<file path="config.mk">
export PLATFORM = sky130hd
export DESIGN_NAME = ccsds_asm_serializer
export DESIGN_NICKNAME = d
export VERILOG_FILES = /design/src/rtl/ccsds_pkg.sv /design/src/rtl/ccsds_bit_timer.sv /design/src/rtl/ccsds_asm_serializer.sv
export SDC_FILE = /design/constraint.sdc
export NUM_CORES = 1
export LEC_CHECK = 0
export BUFFER_PORTS_ARGS = -buffer_cell sky130_fd_sc_hd__buf_2
export CAP_MARGIN = 20
export CORE_MARGIN = 2
export CORE_UTILIZATION = 45
export DETAILED_ROUTE_END_ITERATION = 6
export SETUP_SLACK_MARGIN = 0.3
export SYNTH_ARGS = -nofsm -noshare
export SYNTH_HDL_FRONTEND = slang
export SYNTH_SLANG_ARGS = --single-unit
export TNS_END_PERCENT = 1
</file>
<file path="constraint.sdc">
create_clock -name clk_i -period 4.59 [get_ports clk_i]
set_clock_uncertainty 0.05 [all_clocks]
set_input_delay 0.918 -clock clk_i [delete_from_list [all_inputs] [get_ports clk_i]]
set_output_delay 0.918 -clock clk_i [all_outputs]
set_load 0.02 [all_outputs]
</file>
<file path="src/rtl/ccsds_pkg.sv">
// Shared CCSDS framing definitions: sync marker constant and
// serializer state encoding used by the framing blocks.
package ccsds_pkg;

    localparam logic [31:0] CCSDS_ASM = 32'h1ACFFC1D;
    localparam int          ASM_BITS  = 32;

    typedef enum logic [1:0] {
        SER_IDLE,
        SER_ASM,
        SER_PAYLOAD
    } ser_state_e;

    // Byte idx of the marker, 0 being the first byte on the wire.
    function automatic logic [7:0] asm_byte(input logic [1:0] idx);
        logic [31:0] w;
        w = CCSDS_ASM << {idx, 3'b000};
        return w[31:24];
    endfunction

endpackage

</file>
<file path="src/rtl/ccsds_bit_timer.sv">
// Bit-period timer: counts 2*cycles_per_bit clocks and emits a
// one-cycle tick on the last clock of each period.
module ccsds_bit_timer (
    input  logic        clk_i,
    input  logic        rst_i,
    input  logic        start_i,
    input  logic        clear_i,
    input  logic [31:0] cycles_per_bit_i,
    output logic        tick_o
);

    logic [32:0] cnt;
    logic [32:0] last;
    logic        running;

    assign last   = {cycles_per_bit_i, 1'b0} - 33'd1;
    assign tick_o = running && (cnt == last);

    always_ff @(posedge clk_i or posedge rst_i) begin
        if (rst_i) begin
            running <= 1'b0;
            cnt     <= '0;
        end else if (clear_i) begin
            running <= 1'b0;
            cnt     <= '0;
        end else if (start_i) begin
            running <= 1'b1;
            cnt     <= '0;
        end else if (running) begin
            cnt <= tick_o ? '0 : cnt + 33'd1;
        end
    end

endmodule

</file>
<file path="src/rtl/ccsds_asm_serializer.sv">
// Prepends the CCSDS sync marker to a payload frame and emits it
// MSB-first as a paced bit stream for the convolutional encoder.
module ccsds_asm_serializer
    import ccsds_pkg::*;
#(
    parameter int FRAME_BYTES = 16
) (
    input  logic        clk_i,
    input  logic        rst_i,
    input  logic [7:0]  data_i,
    input  logic        valid_i,
    output logic        ready_o,
    input  logic [31:0] cycles_per_bit_i,
    output logic        data_o,
    output logic        valid_o,
    output logic [31:0] cycles_per_bit_o,
    output logic        underrun_o
);

    localparam int            CW   = $clog2(FRAME_BYTES + 1);
    localparam int            AW   = $clog2(ASM_BITS / 8);
    localparam logic [CW-1:0] LAST = CW'(FRAME_BYTES);

    ser_state_e    state, state_d;
    logic [31:0]   cpb_q;
    logic [7:0]    sreg;
    logic [7:0]    hold;
    logic          hold_full;
    logic [2:0]    bit_cnt;
    logic [AW-1:0] asm_idx;
    logic [CW-1:0] fetched;
    logic [CW-1:0] sent;
    logic          valid_q;
    logic          underrun_q;

    logic tick, boundary, accept;
    logic start, load_pay, underrun, done;

    ccsds_bit_timer u_timer (
        .clk_i            (clk_i),
        .rst_i            (rst_i),
        .start_i          (start),
        .clear_i          (done || underrun),
        .cycles_per_bit_i (cpb_q),
        .tick_o           (tick)
    );

    assign ready_o = !hold_full
                   && (state == SER_ASM || state == SER_PAYLOAD)
                   && (fetched < LAST);
    assign accept   = valid_i && ready_o;
    assign boundary = tick && (bit_cnt == 3'd7);

    assign data_o           = sreg[7];
    assign valid_o          = valid_q;
    assign cycles_per_bit_o = cpb_q;
    assign underrun_o       = underrun_q;

    always_ff @(posedge clk_i or posedge rst_i) begin
        if (rst_i) state <= SER_IDLE;
        else       state <= state_d;
    end

    always_comb begin
        state_d  = state;
        start    = 1'b0;
        load_pay = 1'b0;
        underrun = 1'b0;
        done     = 1'b0;
        unique case (state)
            SER_IDLE: begin
                if (valid_i) begin
                    start   = 1'b1;
                    state_d = SER_ASM;
                end
            end
            SER_ASM: begin
                if (boundary && asm_idx == '0) begin
                    if (hold_full) begin
                        load_pay = 1'b1;
                        state_d  = SER_PAYLOAD;
                    end else begin
                        underrun = 1'b1;
                        state_d  = SER_IDLE;
                    end
                end
            end
            SER_PAYLOAD: begin
                if (boundary) begin
                    if (sent == LAST) begin
                        done    = 1'b1;
                        state_d = SER_IDLE;
                    end else if (hold_full) begin
                        load_pay = 1'b1;
                    end else begin
                        underrun = 1'b1;
                        state_d  = SER_IDLE;
                    end
                end
            end
            default: state_d = SER_IDLE;
        endcase
    end

    // sreg is zeroed whenever the stream is idle so data_o reads 0
    always_ff @(posedge clk_i or posedge rst_i) begin
        if (rst_i) begin
            cpb_q      <= '0;
            sreg       <= '0;
            bit_cnt    <= '0;
            asm_idx    <= '0;
            sent       <= '0;
            valid_q    <= 1'b0;
            underrun_q <= 1'b0;
        end else begin
            underrun_q <= underrun;
            if (start) begin
                cpb_q   <= (cycles_per_bit_i == '0) ? 32'd1
                                                    : cycles_per_bit_i;
                sreg    <= asm_byte(2'd0);
                asm_idx <= AW'(1);
                bit_cnt <= '0;
                sent    <= '0;
                valid_q <= 1'b1;
            end else if (done || underrun) begin
                sreg    <= '0;
                bit_cnt <= '0;
                valid_q <= 1'b0;
            end else if (tick) begin
                bit_cnt <= bit_cnt + 3'd1;
                if (bit_cnt != 3'd7) begin
                    sreg <= {sreg[6:0], 1'b0};
                end else if (load_pay) begin
                    sreg <= hold;
                    sent <= sent + 1'b1;
                end else begin
                    sreg    <= asm_byte(asm_idx);
                    asm_idx <= asm_idx + 1'b1;
                end
            end
        end
    end

    always_ff @(posedge clk_i or posedge rst_i) begin
        if (rst_i) begin
            hold      <= '0;
            hold_full <= 1'b0;
            fetched   <= '0;
        end else if (start) begin
            hold_full <= 1'b0;
            fetched   <= '0;
        end else if (underrun) begin
            hold_full <= 1'b0;
        end else if (accept) begin
            hold      <= data_i;
            hold_full <= 1'b1;
            fetched   <= fetched + 1'b1;
        end else if (load_pay) begin
            hold_full <= 1'b0;
        end
    end

endmodule

</file>
# Word-level counts from Yosys, hierarchy flattened

Index checks and enable logic that the tools add are counted.

Add/subtract/negate cells: 6
$lt $le $gt $ge: 1
Equal/unequal tests: 14
Shifts and indexed selects: 1
Muxes and demuxes: 56
Bitwise logic cells: 2
Reductions and logical operators: 24

Operator list:

| cell                                                                  | number |
|---|---|
| 33-bit two-way mux                                                    | 4 |
| 5-bit two-way mux                                                     | 8 |
| 8-bit two-way mux                                                     | 5 |
| 33-bit by 1-bit adder with 33-bit output (second input constant)      | 1 |
| 33-bit equality test                                                  | 1 |
| 33-bit by 1-bit subtractor with 33-bit output (second input constant) | 1 |
| 32-bit zero test                                                      | 1 |
| 32-bit two-way mux                                                    | 1 |
| 29-bit by 5-bit left shift with 32-bit output (first input constant)  | 1 |
| 2-bit two-way mux                                                     | 11 |
| 1-bit two-way mux                                                     | 21 |
| 2-bit inequality test (second input constant)                         | 6 |
| 4-bit AND reduction                                                   | 3 |
| 5-bit by 1-bit adder with 5-bit output (second input constant)        | 2 |
| 3-bit two-way mux                                                     | 3 |
| 2-bit nonzero test                                                    | 4 |
| 1-bit logical AND                                                     | 6 |
| 2-bit case mux with 3 select lines                                    | 1 |
| 3-bit nonzero test                                                    | 2 |
| 5-bit equality test (second input constant)                           | 1 |
| 5-bit less-than comparator (second input constant)                    | 1 |
| 2-bit zero test                                                       | 2 |
| 1-bit case mux with 2 select lines                                    | 2 |
| 4-bit nonzero test                                                    | 1 |
| 13 further kinds                                                      | 15 |

Bits in registers: 102
Input bits: 43
Output and inout port bits: 36
Word-level logic and storage cells: 117

# Depth between registers and ports, before layout

Depth in word-level cells: 12
Gate-level depth with buffers: 15
Depth with buffers taken out: 11

# Modules after synthesis

A second synthesis with hierarchy kept.

Cell total of the unflattened synthesis: 758
Area total of the unflattened synthesis: 6404.9 µm²

By module, submodules not included:

| module               | times used | cells an instance | area each (µm²) | seq. area each (µm²) |
|---|---|---|---|---|
| ccsds_asm_serializer | 1          | 338               | 3224.3          | 1701.6 |
| ccsds_bit_timer      | 1          | 420               | 3180.6          | 850.8 |

# Worst setup path before layout

Ideal clock, no wire load.

Kind: reg2reg
Start point: register cpb_q[0] (netlist: cycles_per_bit_o[0])
End point: register hold[0]
Setup time: 0.128 ns
Arrival time: 3.240 ns
Data required time: 4.412 ns
Path slack: 1.173 ns
Stages on the path, launching flop included: 15
Path buffers: 3
Clock period less this slack: 3.417 ns
Path through: dfrtp_1 > inv_1 > ha_1 > or3b_1 > clkbuf_1 > or4_1 > a21oi_1 > nor4b_1 > nor4b_1 > and4b_1 > buf_4 > a41oi_2 > and2_1 > buf_2 > mux2_1

Word-level cells in the longest chain between the ends: 9
Elaborated cells between the ends (all ways): 10
Classes of those cells: 1 x add/sub; 1 x eq/ne; 3 x mux; 1 x bitwise; 4 x reduce/logical

Ends and longest elaborated chain:

| element                                           | line                        | source |
|---|---|---|
| start: declaration                                | ccsds_asm_serializer.sv:25  | `logic [31:0] cpb_q;` |
| start signal: assignment                          | ccsds_asm_serializer.sv:118 | `cpb_q <= (cycles_per_bit_i == '0) ? 32'd1` |
| 33-bit by 1-bit subtractor with 33-bit output (*) | ccsds_bit_timer.sv:16       | `assign last = {cycles_per_bit_i, 1'b0} - 33'd1;` |
| 33-bit equality test (*)                          | ccsds_bit_timer.sv:17       | `assign tick_o = running && (cnt == last);` |
| 1-bit logical AND (*)                             | ccsds_bit_timer.sv:17       |  |
| 1-bit logical AND (*)                             | ccsds_asm_serializer.sv:52  | `assign boundary = tick && (bit_cnt == 3'd7);` |
| 1-bit logical AND                                 | ccsds_asm_serializer.sv:78  | `if (boundary && asm_idx == '0) begin` |
| 1-bit two-way mux                                 | ccsds_asm_serializer.sv:78  |  |
| 1-bit case mux with 2 select lines (*)            | ccsds_asm_serializer.sv:70  | `unique case (state)` |
| 1-bit inverter (no line) (*)                      | --                          |  |
| 3-bit AND reduction (no line) (*)                 | --                          |  |
| end signal: assignment                            | ccsds_asm_serializer.sv:155 | `hold <= data_i;` |
| end: declaration                                  | ccsds_asm_serializer.sv:27  | `logic [7:0] hold;` |

Every way passes the cells marked *; elsewhere a longest branch is shown, timed or not.
A chain may end at the register's enable or synchronous reset.

# Worst setup path after layout

Start point: register cpb_q[0] (netlist: cycles_per_bit_o[0])
End point: register hold[7]

Same word-level chain as after synthesis.

==> metrics.cfg <==
[yosys]
syn_area_um2=6440
synth_edf_count=0
ys_warn_count=0
syn_area_per_cell_um2=8.57
synthArstFlopShare=1.00
synth-xor-area-share=0.0952
synth_cell_types=72
muxShareOfSynthArea=0.0270
synthAdderAreaFrac=0.0253
synth-main-ff-cell=dfrtp_1
ys_seq_area_frac=0.397
syn_inst=751
yosys.area_share.simple=0.293
synth_top_family_by_area=simple AND/OR/NAND/NOR gates
synth-compound-area-share=0.121
synth.net_count=807
ys_ff_latch=102

[timing]
grt_setup_unrepaired=false
tns_ns=0
slew_headroom=0.359
post-route-min-period_ns=3.87
hold_viol_final=0
final_max_slew_viol_count=0
max_freq_mhz=259
worst_slew_pin_slew_ns=0.959
final-setup-viol-count=0
post-route-period-util=0.843

[cells_and_area]
final_layout_size_suffix_gt1_frac=0.151
final_cell_mix=nand2_1 (142), dfrtp_1 (102), nor2_1 (78), buf_2 (78), xnor2_1 (46)
fin_area_um2=7230
final_common_cell=nand2_1
nets=864
area_delta_synth_final_pct=12.3
diodes=0

[hold_path]
hold_class=input pin to asynchronous set/reset pin

[setup_path]
cp-end-kind=register
worstPathRequired_ns=4.78
path_class=register to register
critical_path_arrival_ns=4.06
start_kind=register
crit_fanout=9

[cts]
cts_buffers=9
cts.root.buffer_cell=clkbuf_16
cts_tree=done
clkTransAtPathRegs_ns=0.07
cts_buffer_depth=2
cts_setup_buffers=0
insertion_delay_ns=0.36
clock_sinks=102
htree_levels=3

[placement]
post-dp-hpwl_um=12800
gp_congestion=0.941
placed_area_um2=6920
io_buffers=78

[detailed_routing]
dr_total_vias=5586
dr.pass1.iters=6
drt-vias-per-instance=5.63
ant_nets=0
wirelength_um=16900
drt_iter0_drc=425
routedWlPerCell_um=17.0
drc=0

[floorplan]
pin_count=79
die-area_um2=15300
fp-row-count=43
initial_core_util=0.462
die_h_um=124
die_w_um=124
core-area_um2=13900

[global_route]
overflow=0
grt_pass1_vias=5337
grt_pass1_wl_um=27700
track_usage=0.233
grt_max_degree=83
antenna_found_initial=0

[power_and_ir_drop]
p_leak_nw=3.13
powerDensity_nw_per_um2=554
vdd_drop_max_uv=233

[flow_run]
maxCapViolCount=0

[outcome]
outcome=completed

==> worst paths after layout <==
path / from / endpoint / slack [ns] / depth (start not counted)
min in group clk_i: hold[5] / hold[5] / 0.44 / 1
setup / recovery: cycles_per_bit_o[0] / hold[7] / 0.72 / 11
max in group asynchronous: rst_i / cycles_per_bit_o[10] / 3.48 / 3
setup reg to reg: cycles_per_bit_o[0] / hold[7] / 0.72 / 11
hold / removal: rst_i / cycles_per_bit_o[30] / 0.41 / 2
hold reg to reg: hold[5] / hold[5] / 0.44 / 1
==> cells by family (layout without fill, tap and decap cells) <==
family,after synthesis,count (layout)
AO/OA/AOI/OAI,114,114
XOR/XNOR,70,70
adder cells (fa/ha/maj),13,13
buffers and inverters,61,123
flip-flops,102,102
multiplexers,16,16
AND/OR/NAND/NOR,375,375
==> final cells by class <==
| class | instances | area [um2] |
|---|---|---|
| Clock buffer | 10 | 229 |
| Clock inverter | 6 | 52.6 |
| Fill cell | 1291 | 6700 |
| Tap cell | 180 | 225 |
| Inverter | 23 | 88.8 |
| Multi-Input combinational cell | 588 | 3630 |
| Timing Repair Buffer | 84 | 455 |
| Sequential cell | 102 | 2550 |
==> state kept, by name, summed over array words and instances, names as in the netlist <==
register	cells
u_timer.cnt	33
cycles_per_bit_o	32
hold	8
sreg	8
fetched	5
sent	5
bit_cnt	3
asm_idx	2
state	2
hold_full	1
u_timer.running	1
underrun_o	1
valid_o	1
==> where the power goes <==
part | total, mW | internal [mW] | switching (mW)
registers | 1.52 | 1.11 | 0.413
clock network | 0.740 | 0.379 | 0.361
logic | 1.74 | 0.655 | 1.09
==> worst max-delay path: stages (launching register included) <==
cell and delay (ns):
dfrtp_1 0.46, inv_1 0.10, ha_1 0.20, or3b_1 0.47, o211ai_1 0.34, nand2_1 0.08
nor4b_1 0.29, nor4b_1 0.31, and4b_1 0.48, a41oi_2 0.25, and2_1 0.36, mux2_1 0.36
==> metrics by stage <==
step	setup WS [ns]	util	hold WS, ns	std cells	total power, mW
after floorplan	0.947	-	0.407	751	2.72
after global placement	0.751	0.496	0.429	976	3.25
after detailed placement	0.628	0.496	0.434	976	3.27
after CTS	0.613	0.517	0.451	992	4.02
after global routing	0.325	0.519	0.419	993	4.29
final	0.722	0.519	0.410	993	4.00
==> Yosys cell counts, types with 8 or more instances <==
cell / count / area share
o21ai_0: 25 / 0.019
nor2_1: 78 / 0.045
nor4_1: 21 / 0.020
mux2_1: 8 / 0.014
inv_1: 23 / 0.013
ha_1: 13 / 0.025
nor3_1: 24 / 0.019
xor2_1: 24 / 0.033
xnor2_1: 46 / 0.063
nand2_1: 142 / 0.083
dfrtp_1: 102 / 0.40
a21oi_1: 26 / 0.020
nand4_1: 16 / 0.016
and3_1: 9 / 0.0087
nand3_1: 22 / 0.017
clkbuf_1: 21 / 0.012
==> timing repair <==
action	CTS	global route
resized for setup	0	1
setup endpoints to repair	0	40
hold buffers	0	0
==> per-layer routing <==
| metal | vias to the layer above | part of all wire | track usage |
|---|---|---|---|
| li1 | 2751 | - | - |
| met1 | 2691 | 0.45 | 0.312 |
| met2 | 124 | 0.50 | 0.391 |
| met3 | 20 | 0.040 | 0.0362 |
| met4 | 0 | 0.015 | 0.0661 |
| met5 | - | 0 | 0 |
No activity file was read; power rests on OpenSTA's default activity.
